### src/rtl/alu_issue_ctrl.sv
// alu_issue_ctrl: decodes one RV32 ALU instruction per request, drives a registered
// operation and operand pair to an external combinational ALU, holds them for
// SETTLE_CYCLES cycles, then captures the ALU result and returns it over a
// valid/ready response handshake.
//
// Ports
//   clk, reset                 clock, asynchronous active-high reset
//   req_valid_i / req_ready_o  request handshake (ready only while idle)
//   opcode_i, funct3_i, funct7_i, rs1_data_i, rs2_data_i, imm_i  instruction fields/operands
//   ALU_Operation_o, A_o, B_o  registered drive to the ALU
//   ALU_Result_i, Zero_i       combinational ALU return
//   rsp_valid_o / rsp_ready_i  response handshake
//   rsp_result_o, rsp_zero_o, rsp_illegal_o  response payload
module alu_issue_ctrl #(
  parameter int unsigned SETTLE_CYCLES = 1
) (
  input  logic        clk,
  input  logic        reset,
  input  logic        req_valid_i,
  output logic        req_ready_o,
  input  logic [6:0]  opcode_i,
  input  logic [2:0]  funct3_i,
  input  logic [6:0]  funct7_i,
  input  logic [31:0] rs1_data_i,
  input  logic [31:0] rs2_data_i,
  input  logic [31:0] imm_i,
  output logic [3:0]  ALU_Operation_o,
  output logic [31:0] A_o,
  output logic [31:0] B_o,
  input  logic [31:0] ALU_Result_i,
  input  logic        Zero_i,
  output logic        rsp_valid_o,
  input  logic        rsp_ready_i,
  output logic [31:0] rsp_result_o,
  output logic        rsp_zero_o,
  output logic        rsp_illegal_o
);

  localparam logic [3:0] OpAdd = 4'b0000;
  localparam logic [3:0] OpSub = 4'b0001;
  localparam logic [3:0] OpOr  = 4'b0101;
  localparam logic [3:0] OpSll = 4'b1000;
  localparam logic [3:0] OpSrl = 4'b1010;

  localparam logic [6:0] OpcReg = 7'b0110011;
  localparam logic [6:0] OpcImm = 7'b0010011;
  localparam logic [6:0] OpcLui = 7'b0110111;

  localparam logic [3:0] CntLoad = 4'(SETTLE_CYCLES - 1);

  typedef enum logic [1:0] {StIdle, StExec, StResp} state_e;

  state_e      state_q, state_d;
  logic [3:0]  cnt_q;
  logic        illegal_q;

  logic        accept, capture;
  logic [3:0]  dec_op;
  logic [31:0] dec_a, dec_b;
  logic        dec_legal;

  // Instruction decode. Anything not explicitly legal issues ADD 0+0 flagged illegal.
  always_comb begin
    dec_op    = OpAdd;
    dec_a     = '0;
    dec_b     = '0;
    dec_legal = 1'b0;
    unique case (opcode_i)
      OpcReg: begin
        if (funct7_i == 7'b0000000) begin
          dec_legal = 1'b1;
          case (funct3_i)
            3'b000:  dec_op = OpAdd;
            3'b110:  dec_op = OpOr;
            3'b001:  dec_op = OpSll;
            3'b101:  dec_op = OpSrl;
            default: dec_legal = 1'b0;
          endcase
        end else if (funct7_i == 7'b0100000 && funct3_i == 3'b000) begin
          dec_legal = 1'b1;
          dec_op    = OpSub;
        end
        if (dec_legal) begin
          dec_a = rs1_data_i;
          dec_b = rs2_data_i;
        end
      end
      OpcImm: begin
        case (funct3_i)
          3'b000: begin dec_legal = 1'b1; dec_op = OpAdd; end
          3'b110: begin dec_legal = 1'b1; dec_op = OpOr;  end
          // Shift-immediates only exist in their funct7 == 0 form here.
          3'b001: begin dec_legal = (funct7_i == 7'b0000000); dec_op = OpSll; end
          3'b101: begin dec_legal = (funct7_i == 7'b0000000); dec_op = OpSrl; end
          default: dec_legal = 1'b0;
        endcase
        if (dec_legal) begin
          dec_a = rs1_data_i;
          dec_b = imm_i;
        end else begin
          dec_op = OpAdd;
        end
      end
      OpcLui: begin
        dec_legal = 1'b1;
        dec_op    = OpAdd;
        dec_b     = imm_i;
      end
      default: dec_legal = 1'b0;
    endcase
  end

  assign accept      = (state_q == StIdle) && req_valid_i;
  assign capture     = (state_q == StExec) && (cnt_q == 4'd0);
  assign req_ready_o = (state_q == StIdle);
  assign rsp_valid_o = (state_q == StResp);

  always_comb begin
    state_d = state_q;
    unique case (state_q)
      StIdle:  if (req_valid_i) state_d = StExec;
      StExec:  if (cnt_q == 4'd0) state_d = StResp;
      StResp:  if (rsp_ready_i) state_d = StIdle;
      default: state_d = StIdle;
    endcase
  end

  always_ff @(posedge clk or posedge reset) begin
    if (reset) begin
      state_q <= StIdle;
    end else begin
      state_q <= state_d;
    end
  end

  // ALU drive is only loaded on accept, so it holds through EXEC, RESP and IDLE.
  always_ff @(posedge clk or posedge reset) begin
    if (reset) begin
      ALU_Operation_o <= OpAdd;
      A_o             <= '0;
      B_o             <= '0;
      illegal_q       <= 1'b0;
      cnt_q           <= '0;
    end else if (accept) begin
      ALU_Operation_o <= dec_op;
      A_o             <= dec_a;
      B_o             <= dec_b;
      illegal_q       <= ~dec_legal;
      cnt_q           <= CntLoad;
    end else if (state_q == StExec && cnt_q != 4'd0) begin
      cnt_q <= cnt_q - 4'd1;
    end
  end

  // The payload, including the illegal flag, changes only at capture so it stays
  // valid after the handshake until the next result lands.
  always_ff @(posedge clk or posedge reset) begin
    if (reset) begin
      rsp_result_o  <= '0;
      rsp_zero_o    <= 1'b0;
      rsp_illegal_o <= 1'b0;
    end else if (capture) begin
      rsp_result_o  <= ALU_Result_i;
      rsp_zero_o    <= Zero_i;
      rsp_illegal_o <= illegal_q;
    end
  end

endmodule

### config.mk
export PLATFORM = sky130hd
export DESIGN_NAME = alu_issue_ctrl
export DESIGN_NICKNAME = d
export VERILOG_FILES = /design/src/rtl/alu_issue_ctrl.sv
export SDC_FILE = /design/constraint.sdc
export NUM_CORES = 1
export LEC_CHECK = 0
export BUFFER_PORTS_ARGS = -buffer_cell sky130_fd_sc_hd__buf_2
export CAP_MARGIN = 10
export CORE_MARGIN = 3
export CORE_UTILIZATION = 40
export DETAILED_ROUTE_END_ITERATION = 8
export PLACE_DENSITY_LB_ADDON = 0.25
export SLEW_MARGIN = 20
export SYNTH_ARGS = -nofsm -noshare
export SYNTH_HDL_FRONTEND = slang
export SYNTH_SLANG_ARGS = --single-unit
export TNS_END_PERCENT = 5
### constraint.sdc
create_clock -name clk -period 3.87 [get_ports clk]
set_clock_uncertainty 0.1 [all_clocks]
set_input_delay 1.161 -clock clk [delete_from_list [all_inputs] [get_ports clk]]
set_output_delay 1.161 -clock clk [all_outputs]
set_load 0.005 [all_outputs]
# Word-level counts from Yosys, hierarchy flattened
# Cells that the tools add are included.
# classes
addsub	1
eq_ne	12
n_mux	24
n_bitwise	1
n_reduce_logical	14
# op_table
op	count
$mux 32	4
$pmux 32 s3	1
$pmux 32 s2	1
$eq 7x6->1 const B	3
$mux 4	4
$pmux 4 s3	1
$pmux 4 s2	1
$eq 7x5->1 const B	1
$logic_not 7->1	1
$eq 3x3->1 const B	2
$mux 1	6
$mux 2	3
$pmux 2 s3	1
$logic_and 1x1->1	4
$logic_not 4->1	1
$ne 2x1->1 const B	2
$reduce_bool 4->1	1
$reduce_or 2->1	2
$reduce_or 4->1	1
$sub 4x1->4 const B	1
$eq 3x1->1 const B	1
$logic_not 3->1	1
$pmux 1 s3	1
$reduce_and 3->1	1
other kinds (7)	7
# word_totals
reg_bits	109
input_bits	150
output_inout_bits	104
word_cells	61

# Longest topological paths before layout
# Gate-level depths: netlist of run 1.
# depth
depth_word	7
depth_mapped	7
depth_no_buf	7

# Worst setup path before layout of run 1
# Ideal clock, no wire load.
# synth_path
path_kind	input -> register
start	in funct7_i[3]
end	reg A_o[0]
setup_ns	0.065
arrival_time_ns	2.768
t_required_ns	3.705
setup_slack_ns	0.936
path_stages	6
n_path_buf	1
cell_sequence	nor4_1 a41oi_1 or4_4 a211oi_4 buf_6 a22o_1
# synth_via
elab_chain_len	7
elab_cells_between_ends	11
classes_between	eq/ne: 1; mux: 8; reduce/logical: 2
# synth_lines
item	line	source
from (decl)	23	input logic [6:0] funct7_i,
$eq 7x6->1	79	end else if (funct7_i == 7'b0100000 && funct3_i == 3'b000) begin
$logic_and 1x1->1	79	
$mux 1	79	
$mux 1	70	if (funct7_i == 7'b0000000) begin
$mux 1	68	unique case (opcode_i)
$mux 32	83	if (dec_legal) begin
$pmux 32 s2 *	68	
to (signal assigned)	140	A_o <= '0;
to (signal assigned)	146	A_o <= dec_a;
to (decl)	28	output logic [31:0] A_o,
# Mark *: on every way between the ends. The rest lies on a longest branch, timed or not. The select of a mux whose other input is x is not followed.
# A chain may end at the register's enable or synchronous reset.

# Worst setup path in the final report of run 1
# layout_path
start	in funct7_i[3]
end	reg A_o[1]
# The elaborated chain is that of the path after synthesis.

==> impl_metrics.yaml, run 1 <==
global_routing:
  grt_max_degree: 46
  grt_pass1_vias: 3866
  grt_overflow: 0
  grt_pass1_wl_microns: 19900
  track_usage: 0.200
  grt_antenna_before_repair: 0
placed_design:
  dpl.hpwl_microns: 9420
  place_area_sq_um: 5880
  io_buffers: 253
  place_congestion: 0.840
yosys:
  synthCells: 327
  synth_fp_nets: 478
  seq_area_frac_synth: 0.611
  synth.distinct_cells: 38
  async_flop_share: 1.00
  synth_edf_count: 0
  synth.cell_area_sq_um: 4460
  yosys_warnings: 0
  avgSynthCellArea_sq_um: 13.6
  synth_seq_cells: 109
  dominantRegCellSynth: "dfrtp_1"
flow_run:
  drv_cap: 0
worst_setup_path:
  endpoint_kind: "flop"
  critPathLaunchType: "primary input"
  r2r_end: "rsp_result_o[31]"
  critPathBufInv: 2
  crit_fanout: 32
  crit_path_max_incr_delay_ps: 490
  cpMaxStageDelayCell: "or4_4"
  cp_cell_sequence: "buf_2 -> nor4_1 -> a41oi_1 -> or4_4 -> a211oi_4 -> buf_4 -> a22o_1"
  cp_top_family: "simple AND/OR/NAND/NOR gates"
  crit_arrival_ps: 3160
  timing.rr.start: "cnt_q[0]"
  cp_data_required_time_ps: 4070
  crit_type: "in2reg"
  rrSetupSlack_ps: 1470
  ff2ff_path_depth: 6
clocking:
  clock-root-buffer: "clkbuf_8"
  ctsResizeCount: 0
  clkLatencyLatePin_ps: 360
  cts_buffers: 9
  clockBufferDepth: 2
  h-tree-depth: 3
  cts_setup_buffers: 0
  cts_tree: "done"
  cts_sinks: 109
  hold_buffers: 0
  path_clk_slew_ps: 100
detailed_routing:
  drtIter0Drc: 151
  dr.pass1.iters: 4
  drc_errors: 0
  wirelength_microns: 12500
  num_vias: 3697
  vias_per_cell: 5.16
  wl_per_cell_microns: 17.4
  final_antenna_net_count: 0
layout:
  nets: 727
  final_cell_mix: "253 x buf_2, 109 x dfrtp_1, 34 x mux2_2, 33 x a221o_1, 33 x and2_1"
  final_core_util: 0.576
  fill_cells: 879
  drive_above_1_share: 0.549
  final_common_cell: "buf_2"
  fin_area_sq_um: 6100
  syn_to_final_growth_pct: 36.7
  diodes: 0
floorplan:
  boundaryPins: 254
  initial_core_util: 0.421
  die_area_sq_um: 12500
  coreArea_sq_um: 10600
  die_y_microns: 112
  die_w_microns: 112
  row_count: 37
sta:
  setup_viol: 0
  relSlewSlack: 0.432
  min_period_over_period: 0.764
  finalHoldViolations: 0
  finalSetupTns_ps: 0
  slew_violations: 0
  clock.fmax_mhz: 338
  min_period_ps: 2960
  rsz0062_at_grt: "no"
  tightest_slew_ps: 851
power_and_ir_drop:
  finalPower_uw: 3120
  leakage_uw: 0.00331
  p_per_area_nw_per_um2: 511
  vdd_drop_max_uv: 335
run_status:
  status: "finished, final reports clean"
hold_path:
  holdPathStages: 2
  min_path_type: "reg2reg"
  whs_endpoint: "ALU_Operation_o[2]"
  min_from: "ALU_Operation_o[2]"
worst reg2reg max path, stage by stage (launching register included):
cell and delay [ps]:
dfrtp_1 420, inv_1 70, ha_1 160, nor3b_1 250
nand3b_1 520, buf_4 460, mux2_2 330
through the flow:
step,cells,hold slack (ps),worst slack [ps]
final,717,389,913
after global routing,717,413,712
after CTS,717,396,933
after detailed placement,701,373,543
after global placement,701,366,629
after floorplan,327,367,936
sequential cells by signal (all words and copies together), names as in the netlist:
signal	count
rsp_zero_o	1
cnt_q	4
state_q	2
B_o	32
illegal_q	1
rsp_illegal_o	1
ALU_Operation_o	4
rsp_result_o	32
A_o	32
worst max-delay path by stage:
stage,cells past startpoint,end,from,slack [ps]
after detailed placement,7,A_o[1],funct7_i[3],540
after global routing,7,A_o[29],funct7_i[3],710
after floorplan,6,A_o[0],funct7_i[3],940
after global placement,7,A_o[31],funct7_i[3],630
after CTS,7,A_o[1],funct7_i[3],930
final,7,A_o[1],funct7_i[3],910
report_power, final:
| part | switching (uW) | internal [uW] |
|---|---|---|
| logic | 438 | 472 |
| registers | 111 | 1360 |
| clock network | 361 | 372 |
cells by family (layout without fill, tap and decap cells):
logic type      count (synthesis)  after routing  share of synthesized area
xor+xnor                        4              4                    0.00785
buf+inv                        27            281                     0.0294
flops                         109            109                      0.611
simple gates                   74             74                      0.103
mux                            34             34                     0.0858
fa+ha+maj                       1              1                    0.00280
compound gates                 78             78                      0.160
cells in the mapped netlist, types with 2 or more instances:
master	count	area, sq um
xor2_1	3	26.3
nor3b_1	2	15.0
o21ai_0	4	20.0
nand3b_1	2	15.0
buf_6	3	33.8
nand2_1	11	41.3
nor3_1	2	10.0
buf_2	6	30.0
nor2b_1	5	31.3
mux2_2	34	383
clkbuf_1	13	48.8
or2_2	2	12.5
a221o_1	33	330
nor2_1	7	26.3
and2_1	33	206
inv_1	5	18.8
a22o_1	32	280
dfrtp_1	109	2730
nand3_1	2	10.0
layout make-up:
| cell class | instances | area (sq um) | area share |
|---|---|---|---|
| clock buffers | 14 | 183 | 0.0299 |
| well taps | 136 | 170 | 0.0279 |
| clock inverters | 2 | 38.8 | 0.00636 |
| repair buffers | 260 | 1340 | 0.220 |
| multi-input cells | 191 | 1620 | 0.265 |
| flip-flops and latches | 109 | 2730 | 0.447 |
| inverters | 5 | 22.5 | 0.00369 |
layer usage:
| metal | vias to the layer above | wire length (microns) | global-route usage | part of all wire |
|---|---|---|---|---|
| met4 | 0 | 274 | 0.0746 | 0.022 |
| met1 | 1780 | 5230 | 0.253 | 0.42 |
| met5 | - | 0 | 0 | 0 |
| met2 | 185 | 6110 | 0.341 | 0.49 |
| li1 | 1707 | - | - | - |
| met3 | 25 | 886 | 0.0408 | 0.071 |
Power figures use the tool's default switching activity.
==> inputs of run 2 (changes only) <==
==> constraint.sdc (replaced) <==
create_clock -name clk -period 2.7 [get_ports clk]
set_clock_uncertainty 0.1 [all_clocks]
set_input_delay 0.81 -clock clk [delete_from_list [all_inputs] [get_ports clk]]
set_output_delay 0.81 -clock clk [all_outputs]
set_load 0.005 [all_outputs]
==> run 2 against run 1 <==
Net effect: utilization is 0.34 points higher; final area is 0.59% higher; clock power is 22% higher; combinational power up 47%; sequential power increased by 44%.
==> impl_metrics.yaml, run 2 (synthesis gave the netlist of run 1 again) <==
clocking:
  h-tree-depth: 3
  clockBufferDepth: 2
  hold_buffers: 0
  cts_tree: "done"
  cts_sinks: 109
  clkLatencyLatePin_ps: 360
  path_clk_slew_ps: 110
  cts_buffers: 9
  clock-root-buffer: "clkbuf_8"
  cts_setup_buffers: 0
  ctsResizeCount: 0
detailed_routing:
  final_antenna_net_count: 0
  wirelength_microns: 12700
  wl_per_cell_microns: 17.5
  num_vias: 3708
  drc_errors: 0
  drtIter0Drc: 254
  dr.pass1.iters: 4
  vias_per_cell: 5.11
global_routing:
  grt_antenna_before_repair: 2
  grt_pass1_wl_microns: 20700
  grt_pass1_vias: 3941
  track_usage: 0.208
  grt_max_degree: 55
  grt_overflow: 0
flow_run:
  drv_cap: 0
placed_design:
  place_congestion: 0.826
  dp_cells: 708
  io_buffers: 253
  dpl.hpwl_microns: 9550
  place_area_sq_um: 5970
floorplan:
  die_y_microns: 112
  die_area_sq_um: 12500
  row_count: 37
  die_w_microns: 112
  boundaryPins: 254
  initial_core_util: 0.421
  coreArea_sq_um: 10600
layout:
  drive_above_1_share: 0.554
  fill_cells: 904
  fin_area_sq_um: 6140
  final_common_cell: "buf_2"
  final_cell_mix: "253 x buf_2, 109 x dfrtp_1, 34 x mux2_2, 33 x a221o_1, 33 x and2_1"
  nets: 734
  syn_to_final_growth_pct: 37.5
  stdcell_count: 725
  top_regs: "A_o: 32 flops, B_o: 32 flops, rsp_result_o: 32 flops"
worst_setup_path:
  cp_data_required_time_ps: 2910
  crit_type: "in2reg"
  cp_cell_sequence: "buf_2 -> nor4_1 -> buf_4 -> a41oi_1 -> or4_4 -> a211oi_4 -> buf_12 -> a22o_1"
  crit_path_max_incr_delay_ps: 470
  endpoint_kind: "flop"
  critPathLaunchType: "primary input"
  crit_arrival_ps: 2590
  crit_fanout: 32
  cpMaxStageDelayCell: "or4_4"
sta:
  relSlewSlack: 0.565
  tightest_slew_ps: 651
  setup_viol: 0
  slew_violations: 0
  min_period_ps: 2390
  rsz0062_at_grt: "no"
  min_period_over_period: 0.885
  clock.fmax_mhz: 419
  finalHoldViolations: 0
power_and_ir_drop:
  vdd_drop_max_uv: 415
  p_per_area_nw_per_um2: 708
  leakage_uw: 0.00332
run_status:
  status: "finished, final reports clean"
hold_path:
  min_path_type: "in2async"
[run 2: critical path: cells and delay by family]
kind / cells / cell delay [ps]
AO/OA/AOI/OAI: 3 / 560
buffers and inverters: 3 / 480
AND/OR/NAND/NOR: 2 / 740
[run 2: path summary, 6_finish.rpt]
kind,to,cells past startpoint,slack (ps),startpoint
setup reg to reg,cnt_q[2],7,770,cnt_q[0]
min in group clk,ALU_Operation_o[1],2,390,ALU_Operation_o[1]
max in group asynchronous,cnt_q[2],3,1570,reset
hold reg to reg,ALU_Operation_o[1],2,390,ALU_Operation_o[1]
hold / removal,rsp_result_o[14],2,330,reset
setup / recovery,A_o[21],8,310,funct7_i[3]
[run 2: final cells by class]
class / count / area (sq um) / area share
clock buffer: 10 / 128 / 0.0208
sequential: 109 / 2730 / 0.444
tap: 136 / 170 / 0.0277
timing repair buffer: 267 / 1430 / 0.234
clock inverter: 5 / 35.0 / 0.00571
inverter: 5 / 22.5 / 0.00367
antenna: 2 / 5.00 / 0.000815
multi-input combinational: 191 / 1620 / 0.263
[run 2: report_power, final]
part | switching, uW | leakage, uW | internal (uW)
Clock | 561 | 0.0000829 | 336
Sequential | 165 | 0.00143 | 1950
Combinational | 637 | 0.00181 | 700
Total | 1360 | 0.00332 | 2990
[run 2: layer usage]
metal	wire, microns	part of all wire	vias to the layer above	global-route usage
met3	806	0.063	26	0.0413
met5	0	0	-	0
met1	5290	0.42	1789	0.263
met4	362	0.028	0	0.0908
li1	-	-	1718	-
met2	6270	0.49	175	0.347
[run 2: per-stage QoR]
stage | hold slack, ps | TNS [ps] | setup slack [ps] | utilization | power (uW)
6_report | 326 | 0 | 311 | 0.579 | 4350
5_1_grt | 319 | 0 | 184 | 0.579 | 4640
4_1_cts | 315 | 0 | 347 | 0.579 | 4410
3_5_place_dp | 377 | -1300 | -61.4 | 0.563 | 3510
3_3_place_gp | 361 | -948 | -31.2 | 0.563 | 3440
2_1_floorplan | 367 | 0 | 117 | - | 2870
==> inputs of run 3 (changes only) <==
--- a/config.mk
+++ b/config.mk
@@ -8,7 +8,7 @@
 export BUFFER_PORTS_ARGS = -buffer_cell sky130_fd_sc_hd__buf_2
 export CAP_MARGIN = 10
 export CORE_MARGIN = 3
-export CORE_UTILIZATION = 40
+export CORE_UTILIZATION = 44
 export DETAILED_ROUTE_END_ITERATION = 8
 export PLACE_DENSITY_LB_ADDON = 0.25
 export SLEW_MARGIN = 20
==> constraint.sdc (replaced) <==
create_clock -name clk -period 2.3 [get_ports clk]
set_clock_uncertainty 0.1 [all_clocks]
set_input_delay 0.69 -clock clk [delete_from_list [all_inputs] [get_ports clk]]
set_output_delay 0.69 -clock clk [all_outputs]
set_load 0.005 [all_outputs]
==> run 3 against run 2 <==
Net effect: via count up 1.5%; largest power group unchanged; first-iteration DRC count down 26%; non-clock buffer count up 10; critical path type unchanged; sequential share of layout area down 1.1 points; die area down 8.6%; the flow now finishes with violations (setup timing); combinational power up 19%; setup slack worse by 330 ps.
==> impl_metrics.yaml, run 3 (synthesis gave the netlist of run 1 again) <==
layout:
  stdcell_count: 729
  top_regs: "A_o: 32 flops, B_o: 32 flops, rsp_result_o: 32 flops"
  syn_to_final_growth_pct: 41.0
  drive_above_1_share: 0.569
  final_cell_mix: "251 x buf_2, 109 x dfrtp_1, 34 x mux2_2, 33 x a221o_1, 33 x and2_1"
  diodes: 0
  final_common_cell: "buf_2"
  nets: 744
floorplan:
  initial_core_util: 0.455
  coreArea_sq_um: 9820
  row_count: 36
  die_y_microns: 107
  die_area_sq_um: 11400
  die_w_microns: 107
  boundaryPins: 254
global_routing:
  grt_max_degree: 54
  grt_pass1_wl_microns: 19200
  track_usage: 0.212
  grt_overflow: 0
  grt_antenna_before_repair: 0
  grt_pass1_vias: 3803
clocking:
  cts_buffers: 9
  cts_tree: "done"
  cts_sinks: 109
  clock-root-buffer: "clkbuf_8"
  clkLatencyLatePin_ps: 350
  clockBufferDepth: 2
  h-tree-depth: 3
  path_clk_slew_ps: 90
worst_setup_path:
  crit_type: "in2reg"
  endpoint_kind: "flop"
  cpMaxStageDelayCell: "or4_4"
  cp_data_required_time_ps: 2490
  crit_fanout: 8
  cp_cell_sequence: "buf_6 -> nor4_2 -> buf_4 -> a41oi_2 -> or4_4 -> a211oi_4 -> buf_6 -> clkbuf_16 -> a22o_1"
  crit_path_frequent_cell: "buf_6"
  crit_path_max_incr_delay_ps: 470
  critPathBufInv: 4
  critPathLaunchType: "primary input"
  cp_top_family: "simple AND/OR/NAND/NOR gates"
  crit_arrival_ps: 2510
placed_design:
  io_buffers: 253
  dp_cells: 711
  place_congestion: 0.815
  dpl.hpwl_microns: 9310
  place_ws_ps: -351
sta:
  setup_viol: 10
  rsz0062_at_grt: "yes"
  min_period_over_period: 1.01
  clock.fmax_mhz: 432
  setup_slack_ps: -15.0
  finalHoldViolations: 0
  min_period_ps: 2310
  relSlewSlack: 0.796
  tightest_slew_ps: 305
  slew_violations: 0
power_and_ir_drop:
  vdd_drop_max_uv: 582
  p_per_area_nw_per_um2: 809
  leakage_uw: 0.00340
run_status:
  status: "finished, violations left"
  failed_checks: "setup timing"
detailed_routing:
  num_vias: 3764
  dr.pass1.iters: 5
  wirelength_microns: 12500
  drc_errors: 0
  final_antenna_net_count: 0
  vias_per_cell: 5.16
  wl_per_cell_microns: 17.1
  drtIter0Drc: 187
hold_path:
  min_path_type: "in2async"
flow_run:
  drv_cap: 0
## run 3: timing repair
| action | in CTS | in global routing |
|---|---|---|
| setup endpoints to repair | 0 | 64 |
| setup buffers | 0 | 1 |
| resized for setup | 0 | 8 |
| hold buffers | 0 | 0 |
## run 3: path summary, 6_finish.rpt
| kind | from | endpoint | slack, ps | depth (start not counted) |
|---|---|---|---|---|
| worst min-delay path | reset | A_o[17] | 170 | 2 |
| max in group asynchronous | reset | B_o[8] | 1380 | 3 |
| worst max register to register | cnt_q[0] | rsp_result_o[16] | 410 | 6 |
| worst max-delay path | funct7_i[3] | A_o[13] | -10 | 9 |
| min in group clk | ALU_Operation_o[3] | ALU_Operation_o[3] | 380 | 2 |
| worst min register to register | ALU_Operation_o[3] | ALU_Operation_o[3] | 380 | 2 |
## run 3: area by class of cell
type / instances / area, sq um
clock buffers: 12 / 155
clock inverters: 2 / 10.0
fillers: 795 / 3530
inverters: 5 / 22.5
multi-input cells: 191 / 1640
flip-flops and latches: 109 / 2730
well taps: 133 / 166
repair buffers: 277 / 1580
## run 3: metrics by stage
step	total power (uW)	instance area, sq um	TNS [ps]	hold WS (ps)	util
floorplan	3370	4470	-7300	367	-
global placement	4050	6020	-16690	359	0.613
detailed placement	4120	6020	-19240	367	0.613
CTS	5150	6180	0	159	0.630
global route	5420	6290	-534	161	0.641
finish	5090	6290	-65.0	169	0.641
## run 3: metal layers
metal / routed length, microns / up-vias / global-route usage / part of all wire
li1: - / 1738 / - / -
met1: 4980 / 1820 / 0.265 / 0.40
met2: 6330 / 190 / 0.363 / 0.51
met3: 998 / 16 / 0.0530 / 0.080
met4: 181 / 0 / 0.0676 / 0.014
met5: 0 / - / 0 / 0
## run 3: power by group
| part | switching, uW | internal (uW) | total [uW] |
|---|---|---|---|
| combinational | 734 | 857 | 1590 |
| clock | 592 | 440 | 1030 |
| sequential | 182 | 2290 | 2470 |
